===== src/rtl/core_bus_arb.sv =====
// Two-master shared-memory arbiter: m0 (data) has priority and m1 (fetch) gets a fairness slot.
// Optional slave timeout abort is enabled with `define ARB_TIMEOUT_EN.
module core_bus_arb #(
  parameter int AW       = 32,
  parameter int DW       = 32,
  parameter int FAIR_MAX = 4,
  parameter int TIMEOUT  = 255
) (
  input  logic          clk,
  input  logic          rst,
  input  logic          m0_req_i,
  input  logic          m0_we_i,
  input  logic [AW-1:0] m0_addr_i,
  input  logic [DW-1:0] m0_wdata_i,
  output logic [DW-1:0] m0_rdata_o,
  output logic          m0_ack_o,
  input  logic          m1_req_i,
  input  logic [AW-1:0] m1_addr_i,
  output logic [DW-1:0] m1_rdata_o,
  output logic          m1_ack_o,
  output logic          s_req_o,
  output logic          s_we_o,
  output logic [AW-1:0] s_addr_o,
  output logic [DW-1:0] s_wdata_o,
  input  logic [DW-1:0] s_rdata_i,
  input  logic          s_ack_i,
  output logic          hold_flag_o,
  output logic          err_o
);

  typedef enum logic {IDLE, BUSY} state_e;

  localparam logic [3:0] FMAX = 4'(FAIR_MAX);

  state_e        state_q, state_d;
  logic          gnt_q, gnt_d;
  logic          we_q, we_d;
  logic [AW-1:0] addr_q, addr_d;
  logic [DW-1:0] wdata_q, wdata_d;
  logic [3:0]    fair_q, fair_d;
  logic          busy;
  logic          pick_m1;
  logic          tmo;
  logic          done;

`ifdef ARB_TIMEOUT_EN
  logic [7:0] timer_q, timer_d;
  assign tmo = busy & (timer_q == 8'(TIMEOUT)) & ~s_ack_i;
`else
  logic unused_timeout;
  assign unused_timeout = ^8'(TIMEOUT);
  assign tmo = 1'b0;
`endif

  assign busy    = (state_q == BUSY);
  assign pick_m1 = m1_req_i & (~m0_req_i | (fair_q == FMAX));

  always_comb begin
    state_d = state_q;
    gnt_d   = gnt_q;
    we_d    = we_q;
    addr_d  = addr_q;
    wdata_d = wdata_q;
    fair_d  = fair_q;
`ifdef ARB_TIMEOUT_EN
    timer_d = timer_q;
`endif
    unique case (state_q)
      IDLE: begin
        if (m0_req_i | m1_req_i) begin
          state_d = BUSY;
          gnt_d   = pick_m1;
`ifdef ARB_TIMEOUT_EN
          timer_d = 8'd1;
`endif
          if (pick_m1) begin
            addr_d  = m1_addr_i;
            we_d    = 1'b0;
            wdata_d = '0;
            fair_d  = 4'd0;
          end else begin
            addr_d  = m0_addr_i;
            we_d    = m0_we_i;
            wdata_d = m0_wdata_i;
            if (!m1_req_i)
              fair_d = 4'd0;
            else if (fair_q < FMAX)
              fair_d = fair_q + 4'd1;
          end
        end
      end
      BUSY: begin
        if (s_ack_i | tmo) begin
          state_d = IDLE;
        end
`ifdef ARB_TIMEOUT_EN
        else begin
          timer_d = timer_q + 8'd1;
        end
`endif
      end
    endcase
  end

  always_ff @(posedge clk) begin
    if (rst) begin
      state_q <= IDLE;
      gnt_q   <= 1'b0;
      we_q    <= 1'b0;
      addr_q  <= '0;
      wdata_q <= '0;
      fair_q  <= 4'd0;
`ifdef ARB_TIMEOUT_EN
      timer_q <= 8'd0;
`endif
    end else begin
      state_q <= state_d;
      gnt_q   <= gnt_d;
      we_q    <= we_d;
      addr_q  <= addr_d;
      wdata_q <= wdata_d;
      fair_q  <= fair_d;
`ifdef ARB_TIMEOUT_EN
      timer_q <= timer_d;
`endif
    end
  end

  // Reset wins over a same-cycle slave ack so an abandoned transfer never acks.
  assign done       = busy & (s_ack_i | tmo) & ~rst;
  assign m0_ack_o   = done & ~gnt_q;
  assign m1_ack_o   = done & gnt_q;
  assign m0_rdata_o = (m0_ack_o & s_ack_i) ? s_rdata_i : '0;
  assign m1_rdata_o = (m1_ack_o & s_ack_i) ? s_rdata_i : '0;
  assign err_o      = tmo & ~rst;

  assign s_req_o   = busy;
  assign s_we_o    = busy & we_q;
  assign s_addr_o  = busy ? addr_q : '0;
  assign s_wdata_o = busy ? wdata_q : '0;

  assign hold_flag_o = (m0_req_i & ~m0_ack_o) | (m1_req_i & ~m1_ack_o);

endmodule


===== config.mk =====
export PLATFORM = sky130hd
export DESIGN_NAME = core_bus_arb
export DESIGN_NICKNAME = d
export VERILOG_FILES = /design/src/rtl/core_bus_arb.sv
export SDC_FILE = /design/constraint.sdc
export NUM_CORES = 1
export LEC_CHECK = 0
export CORE_AREA = 2 2 103 105
export CTS_CLUSTER_DIAMETER = 200
export CTS_CLUSTER_SIZE = 30
export DETAILED_ROUTE_END_ITERATION = 16
export DIE_AREA = 0 0 105 107
export PLACE_DENSITY = 0.83
export SETUP_SLACK_MARGIN = 0.3
export SKIP_LAST_GASP = 1
export SLEW_MARGIN = 20
export SYNTH_ARGS = -nofsm -noshare
export SYNTH_HDL_FRONTEND = slang
export SYNTH_SLANG_ARGS = --single-unit

===== constraint.sdc =====
create_clock -name clk -period 3.6 [get_ports clk]
set_input_delay 0.54 -clock clk [delete_from_list [all_inputs] [get_ports clk]]
set_output_delay 0.54 -clock clk [all_outputs]
set_load 0.02 [all_outputs]

==> results of run 1 <==
[kinds of logic after synthesis]
family / after synthesis / share of synthesized area, %
AOI/OAI and AO/OA: 108 / 17.18
adders and majority gates: 2 / 0.6708
buffers and inverters: 53 / 5.837
DFF: 71 / 38.11
muxes: 2 / 0.5703
other: 1 / 0.1005
and+or+nand+nor: 270 / 37.54
[layout make-up]
class	count	area (µm²)	share of cell area, %
clock inverters	5	81.33	1.206
repair buffers	277	2765	41.02
flip-flops and latches	71	1423	21.10
inverters	7	26.28	0.3898
well taps	136	170.2	2.524
multi-input cells	383	2135	31.66
clock buffers	11	141.4	2.097
[tightest hold or removal path: cells and delay by family (launching register included)]
kind	cells	cell delay [ns]
compound gates	1	0.05
flops	1	0.31
simple gates	1	0.05
[layout by cell type, fill, tap and decap left out, types with 2 or more instances in the layout]
master | netlist | layout
nand2_1 | 66 | 66
buf_12 | 0 | 2
o31ai_1 | 2 | 2
bufinv_16 | 0 | 2
clkdlybuf4s50_1 | 0 | 265
and2_1 | 129 | 129
clkbuf_8 | 0 | 10
buf_4 | 1 | 9
o22ai_1 | 2 | 2
a211oi_1 | 32 | 32
nand3_1 | 33 | 33
nor2_1 | 35 | 35
inv_1 | 6 | 6
ha_1 | 2 | 2
dfxtp_1 | 71 | 70
a21oi_1 | 67 | 66
[metal layers]
metal | track usage (%) | vias up | routed length [µm]
li1 | - | 2150 | -
met1 | 26.79 | 2014 | 5524
met2 | 43.97 | 183 | 7223
met3 | 5.775 | 31 | 910
met4 | 10.00 | 0 | 480
met5 | 0 | - | 0
[power breakdown]
group | internal (mW) | switching [mW] | total, mW
Sequential | 0.847 | 0.0266 | 0.873
Clock | 0.410 | 0.301 | 0.711
Combinational | 0.291 | 0.268 | 0.560
[stage by stage]
| stage | power, mW | instance area (µm²) | worst slack [ns] | cells |
|---|---|---|---|---|
| after global routing | 2.241 | 6741 | 0.5557 | 890 |
| after floorplan | 1.149 | 3730 | 1.264 | 507 |
| final | 2.144 | 6741 | 0.6589 | 890 |
| after detailed placement | 1.450 | 6519 | 0.7060 | 874 |
| after global placement | 1.439 | 6519 | 0.7345 | 874 |
| after CTS | 2.162 | 6741 | 0.6696 | 890 |
[worst max path at each step]
| stage | from | end | slack [ns] | cells after the start |
|---|---|---|---|---|
| 3_5_place_dp | s_ack_i | m1_rdata_o[28] | 0.71 | 6 |
| 5_1_grt | s_ack_i | m1_rdata_o[28] | 0.56 | 6 |
| 2_1_floorplan | rst | m1_rdata_o[23] | 1.26 | 4 |
| 6_report | s_ack_i | m1_rdata_o[23] | 0.66 | 6 |
| 3_3_place_gp | s_ack_i | m0_rdata_o[4] | 0.73 | 6 |
| 4_1_cts | s_ack_i | m1_rdata_o[28] | 0.67 | 6 |
[sequential cells by signal, summed over array words and instances (netlist names)]
signal and flops:
addr_q 32, wdata_q 32, fair_q 4, gnt_q 1, s_req_o 1, we_q 1
[synth_stat cells, types with 2 or more instances]
| master | number |
|---|---|
| nor3b_1 | 2 |
| a211oi_1 | 32 |
| clkbuf_1 | 32 |
| and2_1 | 129 |
| nor2_1 | 35 |
| a21oi_1 | 67 |
| nand3_1 | 33 |
| dfxtp_1 | 71 |
| o22ai_1 | 2 |
| o31ai_1 | 2 |
| ha_1 | 2 |
| buf_2 | 12 |
| inv_1 | 6 |
| nand2_1 | 66 |
==> summary.txt, run 1 <==
Clock network
  • CTS Root Cell: clkbuf_8
  • Clock Pin Slew Worst Setup and Hold Paths: 0.07 ns
  • Clk Latency, worst-skew pair: 0.34 ns
  • Clock sink total: 71
  • Worst-case clock buffer depth: 2
  • Post-CTS setup buffer count: 0
  • H-tree Lvls: 3
  • CTS tree: built
  • Hold Buf Count CTS: 0
  • CTS Buf Count: 9
  • Cts repair resizes: 0

Global routing
  • Gr usage total: 24.10%
  • First-pass GRT wire length: 21,960 µm
  • Vias in the first global route: 4,429
  • GR Overflow Total: 0
  • Largest net degree at the start of global routing: 72
  • Initial antenna violation count: 0

Synthesis
  • Yosys top cell area share: 38.11%
  • Cell variety after synth: 30
  • Synth area leader: dfxtp_1
  • Synth area leaders: dfxtp_1 38%, and2_1 22%, a21oi_1 9.0%, nand2_1 6.6%, a211oi_1 6.4%
  • Cells after Synth: 507
  • Seq/Total Area, Yosys: 38.11%
  • Synthesized area per cell: 7.357 µm²
  • Register bit total from synthesis: 71
  • Number of synthesized flops with an enable pin: 0
  • Mapped Nets: 643
  • Post-Syn Area: 3730 µm²
  • YS warnings: 0
  • Most used DFF post-synth: dfxtp_1
  • Async S/R FF share, synth: 0%

Drt
  • Vias per cell: 4.919
  • DRC: 0
  • Drt first-iter violations: 250
  • First drt pass iteration count: 4
  • Vias: 4,378
  • Drt total wl: 14,140 µm
  • Avg WL per Cell: 15.89 µm
  • Routed Antenna Nets: 0

Finish
  • Share of post-route cells with drive strength above 1: 4.642%
  • Util after Layout: 66.80%
  • Fill cell count: 871
  • Fin nets: 885
  • Area grow syn2layout: 80.74%
  • N_diodes: 0

Setup path
  • Cells on worst reg2reg path: 7
  • Critical path capture point type: output port
  • Slowest cell on the critical path: clkdlybuf4s50_1
  • CP Max Fanout: 34
  • Critical Path Max Stage Delay: 0.62 ns
  • CP delay by family, top: buffers and inverters
  • R2R Path End: addr_q[22]$_SDFFE_PP0P_
  • Reg-to-reg startpoint: fair_q[0]$_SDFFE_PP0P_
  • Reg-to-reg setup timing slack: 1.41 ns
  • Setup Crit Path Kind: input port to output port
  • CP bufs+invs: 3
  • CP arrival: 2.40 ns
  • CP Launch Type: input port
  • Worst endpoint required time: 3.06 ns
  • Crit-path cells: clkdlybuf4s50_1 > nand2_1 > nor3b_2 > buf_4 > and2_1 > clkdlybuf4s50_1
  • CP most frequent cell: clkdlybuf4s50_1

Min path
  • Hold path startpoint: wdata_q[8]$_SDFFE_PP0P_
  • WHS Path Cells: 2
  • Worst Hold End: wdata_q[8]$_SDFFE_PP0P_
  • Worst hold-check path type: flip-flop to flip-flop

Timing
  • Post-Route Skew: 0.01466 ns
  • Fin crit share: 81.70%
  • Fin. max-slew vios: 0
  • Final Hold Vio Count: 0
  • Minimum clock period: 2.941 ns
  • Rel. slew slack: 49.34%
  • Total negative slack: 0 ns
  • Final Setup Violations: 0
  • Tightest Pin Transition: 0.7599 ns
  • FMAX: 340.0 MHz
  • Unrepaired setup endpoints after global routing: false
  • Hold Worst Slack: 0.4522 ns

Flow run
  • # Max-Cap Violations: 0

Floorplanning
  • Num ports: 268
  • Die extent in x: 105 µm
  • Initial Util: 36.96%
  • FP Rows: 37
  • Die ar.: 11,240 µm²
  • Core box area: 10,090 µm²
  • Chip height: 107 µm

Power
  • Peak VDD IR: 0.2345 mV
  • Pleak: 2.597 nW
  • Power Dens Cells: 318.0 nW/µm²

Status
  • Status: completed

Placement
  • Hpwl dp: 10,450 µm
  • Port bufs: 266
  • Routability cong.: 0.8468
(Power assumes the default switching activity.)
==> run 2: changes to the inputs <==
--- a/config.mk
+++ b/config.mk
@@ -5,12 +5,11 @@
 export SDC_FILE = /design/constraint.sdc
 export NUM_CORES = 1
 export LEC_CHECK = 0
-export CORE_AREA = 2 2 103 105
+export CORE_UTILIZATION = 32
 export CTS_CLUSTER_DIAMETER = 200
 export CTS_CLUSTER_SIZE = 30
 export DETAILED_ROUTE_END_ITERATION = 16
-export DIE_AREA = 0 0 105 107
-export PLACE_DENSITY = 0.83
+export PLACE_DENSITY = 0.76
 export SETUP_SLACK_MARGIN = 0.3
 export SKIP_LAST_GASP = 1
 export SLEW_MARGIN = 20
==> constraint.sdc (replaced) <==
create_clock -name clk -period 2.4 [get_ports clk]
set_input_delay 0.36 -clock clk [delete_from_list [all_inputs] [get_ports clk]]
set_output_delay 0.36 -clock clk [all_outputs]
set_load 0.02 [all_outputs]
==> summary.txt, run 2 (synthesized netlist as in run 1, its figures left out) <==
Global routing
  • Gr usage total: 22.13% (-2.0 points)
  • Vias in the first global route: 4,196 (-5.3%)
  • GR Overflow Total: 0 (unchanged)
  • Largest net degree at the start of global routing: 69 (-4.2%)
  • Initial antenna violation count: 0 (unchanged)
  • First-pass GRT wire length: 20,520 µm (-6.6%)

Finish
  • Area grow syn2layout: 87.99%
  • Share of post-route cells with drive strength above 1: 14.98% (+10 points)
  • Most common cell after layout, fill and taps aside: clkdlybuf4s50_1
  • Register area: 1423 µm² (unchanged)
  • Multi-input gate area: 2162 µm² (+1.3%)
  • Fin nets: 892 (+0.79%)
  • Top flop regs: addr_q (32), wdata_q (32), fair_q (4)
  • Fill cell count: 1,021 (+17%)
  • Commonest non-fill, non-tap cells in the layout: 159 x clkdlybuf4s50_1, 124 x and2_1, 70 x dfxtp_1
  • N_diodes: 0 (unchanged)

Drt
  • Routed Antenna Nets: 0 (unchanged)
  • Drt total wl: 14,100 µm (-0.29%)
  • Avg WL per Cell: 15.59 µm (-1.8%)
  • Drt first-iter violations: 243 (-2.8%)
  • DRC: 0 (unchanged)
  • Top sig layer: met4
  • Vias: 4,394 (+0.37%)
  • Met3 WL: 964 µm (+5.9%)
  • Met2 Wirelength: 7683 µm (+6.4%)
  • Met1 Wirelength: 5203 µm (-5.8%)
  • First drt pass iteration count: 4 (unchanged)
  • Vias per cell: 4.861 (-1.2%)

Timing
  • Tightest Pin Transition: 0.7173 ns (-0.04265 ns)
  • Minimum clock period: 2.071 ns
  • Unrepaired setup endpoints after global routing: true
  • FMAX: 482.9 MHz
  • Final Hold Vio Count: 0 (unchanged)
  • Post-Route Skew: 0.004301 ns (-0.01036 ns)
  • Fin. max-slew vios: 0 (unchanged)
  • Final Setup Violations: 0 (unchanged)
  • Fin crit share: 86.29%
  • Rel. slew slack: 52.18% (+2.8 points)
  • Hold Worst Slack: 0.3271 ns (-0.1251 ns)

Clock network
  • H-tree Lvls: 3 (unchanged)
  • CTS Root Cell: clkbuf_16
  • Clock Pin Slew Worst Setup and Hold Paths: 0.06 ns (about the same)
  • Clock sink total: 71 (unchanged)
  • CTS Buf Count: 9 (unchanged)
  • Worst-case clock buffer depth: 2 (unchanged)
  • Hold Buf Count CTS: 0 (unchanged)
  • Clk Latency, worst-skew pair: 0.32 ns (-0.02 ns)
  • CTS tree: built

Floorplanning
  • Num ports: 268 (unchanged)
  • Die ar.: 12,090 µm² (+7.6%)
  • Core box area: 11,370 µm² (+13%)
  • FP Rows: 39 (+5.4%)
  • Die extent in x: 110.0 µm (+4.7%)
  • Initial Util: 32.81% (-4.2 points)
  • Chip height: 110.0 µm (+2.8%)

Flow run
  • # Max-Cap Violations: 0 (unchanged)

Power
  • Total power: 3.487 mW (+63%)
  • Power Dens Cells: 497.3 nW/µm² (+56%)
  • Peak VDD IR: 0.3248 mV (+38%)
  • Pleak: 3.490 nW (+34%)

Min path
  • WHS Path Cells: 2 (unchanged)
  • Worst hold-check path type: input port to flip-flop
  • Hold path startpoint: rst

Setup path
  • Setup Crit Path Kind: flip-flop to output port
  • CP Launch Type: flip-flop
  • Critical path capture point type: output port
  • Reg-to-reg startpoint: fair_q[0]$_SDFFE_PP0P_
  • Cells on worst reg2reg path: 7 (unchanged)
  • CP Max Fanout: 37 (+8.8%)
  • Worst endpoint required time: 2.04 ns (-1.02 ns)
  • CP arrival: 1.71 ns (-0.69 ns)
  • Setup crit start: s_req_o$_SDFF_PP0_

Status
  • Status: completed

Placement
  • Hpwl dp: 10,090 µm (-3.4%)
  • Routability cong.: 0.8158 (-3.7%)
  • Port bufs: 266 (unchanged)
==> run 2: cell count changes in the layout (fill, tap and decap cells not counted), moves of 4 or more <==
cell,delta
clkdlybuf4s50_1,-106
clkdlybuf4s15_2,+32
and2_4,+5
buf_2,+27
dlymetal6s2s_1,+39
and2_1,-5
clkbuf_8,-9
buf_6,+6
clkbuf_16,+10
buf_12,+4
==> run 2: worst paths after layout <==
kind	end	slack, ns
worst max-delay path	s_wdata_o[13]	0.33
worst min-delay path	gnt_q$_SDFFE_PP0P_	0.33
worst min register to register	wdata_q[10]$_SDFFE_PP0P_	0.45
worst max register to register	addr_q[14]$_SDFFE_PP0P_	0.63
==> run 2: repair_timing <==
item | 4_1_cts | 5_1_grt
buffers inserted | 2 | 0
cloned | 1 | 1
endpoints found under the hold margin | 0 | 0
gates resized for setup | 219 | 75
setup endpoints to repair | 121 | 119
pin swaps | 0 | 2
==> run 2: worst max-delay path, stage by stage (launching register included) <==
cell and delay, ns:
dfxtp_2 0.38, buf_8 0.22, and2_1 0.16, clkdlybuf4s50_1 0.61
==> run 2: area by class of cell <==
type,instances,area share (%)
repair buffers,284,41.67
multi-input cells,383,30.84
flip-flops and latches,71,20.29
clock buffers,11,3.462
well taps,143,2.552
clock inverters,5,0.8208
inverters,7,0.3747
==> run 2: power breakdown <==
group | internal [mW] | switching (mW) | total [mW]
clock | 0.833 | 0.494 | 1.33
sequential | 1.27 | 0.0418 | 1.31
combinational | 0.445 | 0.401 | 0.847
==> run 2: metrics by stage <==
step                worst slack (ns)  instances  cell area [µm²]  utilization, %  TNS [ns]
floorplan                     0.3045        507             3730               -         0
global placement            -0.05451        884             6600           58.05    -2.079
detailed placement          -0.09899        884             6600           58.05    -3.815
CTS                           0.1746        903             6917           60.83         0
global route                  0.2842        904             7012           61.67         0
finish                        0.3291        904             7012           61.67         0
==> run 2: per-layer routing <==
metal / up-vias / GRT usage [%]
met4: 0 / 7.143
met3: 20 / 5.098
met5: - / 0
li1: 2169 / -
met2: 165 / 42.50
met1: 2040 / 23.51
==> run 3: changes to the inputs <==
--- a/config.mk
+++ b/config.mk
@@ -5,7 +5,8 @@
 export SDC_FILE = /design/constraint.sdc
 export NUM_CORES = 1
 export LEC_CHECK = 0
-export CORE_UTILIZATION = 32
+export ABC_AREA = 1
+export CORE_UTILIZATION = 34
 export CTS_CLUSTER_DIAMETER = 200
 export CTS_CLUSTER_SIZE = 30
 export DETAILED_ROUTE_END_ITERATION = 16
==> summary.txt, run 3 <==
Power
  • Switch Pwr: 1.136 mW (+21%)
  • Switching share of power: 29.38% (+2.5 points)
  • Clock power share: 37.5% (-0.5 points)
  • Internal power: 2.731 mW (+7.1%)
  • Total power: 3.867 mW (+11%)
  • Comb pwr share: 27.1% (+2.8 points)
  • Peak VDD IR: 0.3928 mV (+21%)
  • Power Dens Cells: 547.1 nW/µm² (+10%)
  • Sequential fraction of design power: 35.4% (-2.3 points)
  • Pleak: 4.124 nW (+18%)

Timing
  • Post-Route Skew: 0.01142 ns (+0.007124 ns)
  • Fin crit share: 87.53% (+1.2 points)
  • Minimum clock period: 2.101 ns (+0.02978 ns)
  • Unrepaired setup endpoints after global routing: true
  • FMAX: 476.0 MHz (-1.4%)
  • Final Hold Vio Count: 0 (unchanged)
  • Fin. max-slew vios: 0 (unchanged)
  • Final Setup Violations: 0 (unchanged)

Placement
  • Port bufs: 266 (unchanged)
  • Routability cong.: 0.7869 (-3.5%)
  • Hpwl dp: 10,060 µm (-0.34%)

Synthesis
  • Async S/R FF share, synth: 0% (unchanged)
  • Top post-synthesis cells by count: 173 x nand2_1, 136 x inv_1, 133 x nor2_1
  • Yosys top cell area share: 33.42% (-4.7 points)
  • Cells after Synth: 722 (+42%)
  • Synthesized area per cell: 5.890 µm² (-20%)
  • Seq/Total Area, Yosys: 33.42% (-4.7 points)
  • Synth area leaders: dfxtp_1 33%, nand2_1 15%, inv_1 12%, nor2_1 12%, nand3_1 8.2%
  • YS warnings: 0 (unchanged)
  • Post-Syn Area: 4253 µm² (+14%)
  • Most used DFF post-synth: dfxtp_1
  • Register bit total from synthesis: 71 (unchanged)
  • Number of synthesized flops with an enable pin: 0 (unchanged)
  • Top-count cell post-synth: nand2_1
  • Synth area leader: dfxtp_1
  • Mapped Nets: 858 (+33%)
  • Cell variety after synth: 21 (-30%)

Drt
  • Drt first-iter violations: 181 (-26%)
  • Avg WL per Cell: 12.06 µm (-23%)
  • Drt total wl: 13,790 µm (-2.2%)
  • Routed Antenna Nets: 0 (unchanged)
  • First drt pass iteration count: 5 (+1)
  • Vias per cell: 4.424 (-9.0%)
  • DRC: 0 (unchanged)
  • Vias: 5,057 (+15%)

Floorplanning
  • FP Rows: 40 (+2.6%)
  • Die ar.: 12,960 µm² (+7.2%)
  • Initial Util: 35.11% (+2.3 points)
  • Chip height: 113.8 µm (+3.5%)
  • Die extent in x: 113.8 µm (+3.5%)
  • Num ports: 268 (unchanged)
  • Core box area: 12,110 µm² (+6.5%)

Clock network
  • CTS tree: built
  • Clk Latency, worst-skew pair: 0.32 ns (about the same)
  • H-tree Lvls: 3 (unchanged)
  • Clock sink total: 71 (unchanged)
  • Post-CTS setup buffer count: 0 (-2)
  • CTS Buf Count: 9 (unchanged)
  • Hold Buf Count CTS: 0 (unchanged)
  • Clock Pin Slew Worst Setup and Hold Paths: 0.05 ns (about the same)
  • Worst-case clock buffer depth: 2 (unchanged)
  • CTS Root Cell: clkbuf_16

Status
  • Status: completed

Setup path
  • Cells on worst reg2reg path: 8 (+1)
  • CP Max Fanout: 11 (-70%)
  • Slowest cell on the critical path: clkdlybuf4s50_1
  • Critical Path Max Stage Delay: 0.48 ns (-0.13 ns)
  • CP arrival: 1.74 ns (+0.03 ns)
  • Crit-path cells: clkdlybuf4s50_1 > inv_1 > nor3_2 > inv_2 > buf_4 > nor2_1 > clkdlybuf4s15_2
  • Setup Crit Path Kind: input port to output port
  • CP Launch Type: input port
  • Critical path capture point type: output port
  • Worst endpoint required time: 2.04 ns (about the same)

Min path
  • WHS Path Cells: 3 (+1)
  • Worst hold-check path type: input port to flip-flop

Finish
  • Top flop regs: addr_q (32), wdata_q (32), fair_q (4)
  • Fill cell count: 1,204 (+18%)
  • Share of post-route cells with drive strength above 1: 11.81% (-3.2 points)
  • Most common cell after layout, fill and taps aside: clkdlybuf4s50_1
  • Fin nets: 1,105 (+24%)
  • Commonest non-fill, non-tap cells in the layout: 189 x clkdlybuf4s50_1, 173 x nand2_1, 136 x inv_1
  • Area grow syn2layout: 66.23%
  • Util after Layout: 58.37% (-3.3 points)

Global routing
  • Initial antenna violation count: 1 (+1)
  • First-pass GRT wire length: 21,580 µm (+5.1%)
  • Vias in the first global route: 4,470 (+6.5%)
  • Gr usage total: 20.48% (-1.7 points)
  • Largest net degree at the start of global routing: 88 (+28%)
  • GR Overflow Total: 0 (unchanged)

Flow run
  • # Max-Cap Violations: 0 (unchanged)
run 3: cell count changes in the layout (fill, tap and decap cells not counted), sizes merged, moves of 33 or more:
cell / change
nand2: +110
o21ai: +33
inv: +136
and2: -129
nand3: +38
nor2: +98
a21oi: -33
run 3: power groups by stage:
stage / clock network (mW) / registers [mW] / logic, mW
after detailed placement: 0 / 1.39 / 1.07
after global placement: 0 / 1.38 / 1.05
after CTS: 1.48 / 1.37 / 1.07
after floorplan: 0 / 1.38 / 0.593
after global routing: 1.54 / 1.38 / 1.16
final: 1.45 / 1.37 / 1.05
run 3: critical path: cells and delay by family:
family | cells | cell delay (ns)
buffers and inverters | 5 | 1.08
and+or+nand+nor | 2 | 0.29
run 3: path summary, 6_finish.rpt:
kind | from | endpoint | slack, ns
setup / recovery | s_ack_i | m0_rdata_o[24] | 0.30
hold / removal | m1_req_i | s_req_o$_SDFF_PP0_ | 0.46
setup reg to reg | fair_q[0]$_SDFFE_PP0P_ | wdata_q[12]$_SDFFE_PP0P_ | 0.80
hold reg to reg | fair_q[3]$_SDFFE_PP0P_ | fair_q[3]$_SDFFE_PP0P_ | 0.46
run 3: cell type report:
class | instances | area (µm²) | area share [%]
diodes | 1 | 2.502 | 0.03540
clock buffers | 9 | 225.2 | 3.186
clock inverters | 7 | 102.6 | 1.451
inverters | 142 | 534.3 | 7.558
multi-input cells | 459 | 1963 | 27.77
flip-flops and latches | 71 | 1423 | 20.12
well taps | 168 | 210.2 | 2.973
repair buffers | 286 | 2609 | 36.90
run 3: timing repair:
action,in CTS,in global routing
setup endpoints to repair,132,105
resized for setup,208,61
cloned,0,0
run 3: kinds of logic (layout without fill, tap and decap cells):
group                      Yosys count  in the layout  synth area share, %
adders and majority gates            2              2               0.5883
buffers and inverters              192            444                20.42
and+or+nand+nor                    387            387                37.07
DFF                                 71             71                33.42
AOI/OAI and AO/OA                   69             69                8.414
other                                1              2              0.08818
run 3: metrics by stage:
step | area, µm² | setup TNS, ns | hold slack [ns] | setup WS [ns] | cells
finish | 7069 | 0 | 0.4576 | 0.2993 | 1143
global route | 7069 | 0 | 0.4610 | 0.2075 | 1143
CTS | 7326 | 0 | 0.4516 | 0.2169 | 1142
detailed placement | 7000 | -1.074 | 0.4517 | -0.04995 | 1126
global placement | 7000 | -0.2755 | 0.4495 | -0.01962 | 1126
floorplan | 4253 | 0 | 0.4351 | 0.4645 | 722
run 3: routing by layer:
layer / global-route usage [%] / wire, µm / vias up
met4: 4.762 / 61 / 0
met1: 22.73 / 5546 / 2254
met3: 5.207 / 1027 / 6
met5: 0 / 0 / -
li1: - / - / 2629
met2: 38.86 / 7153 / 168
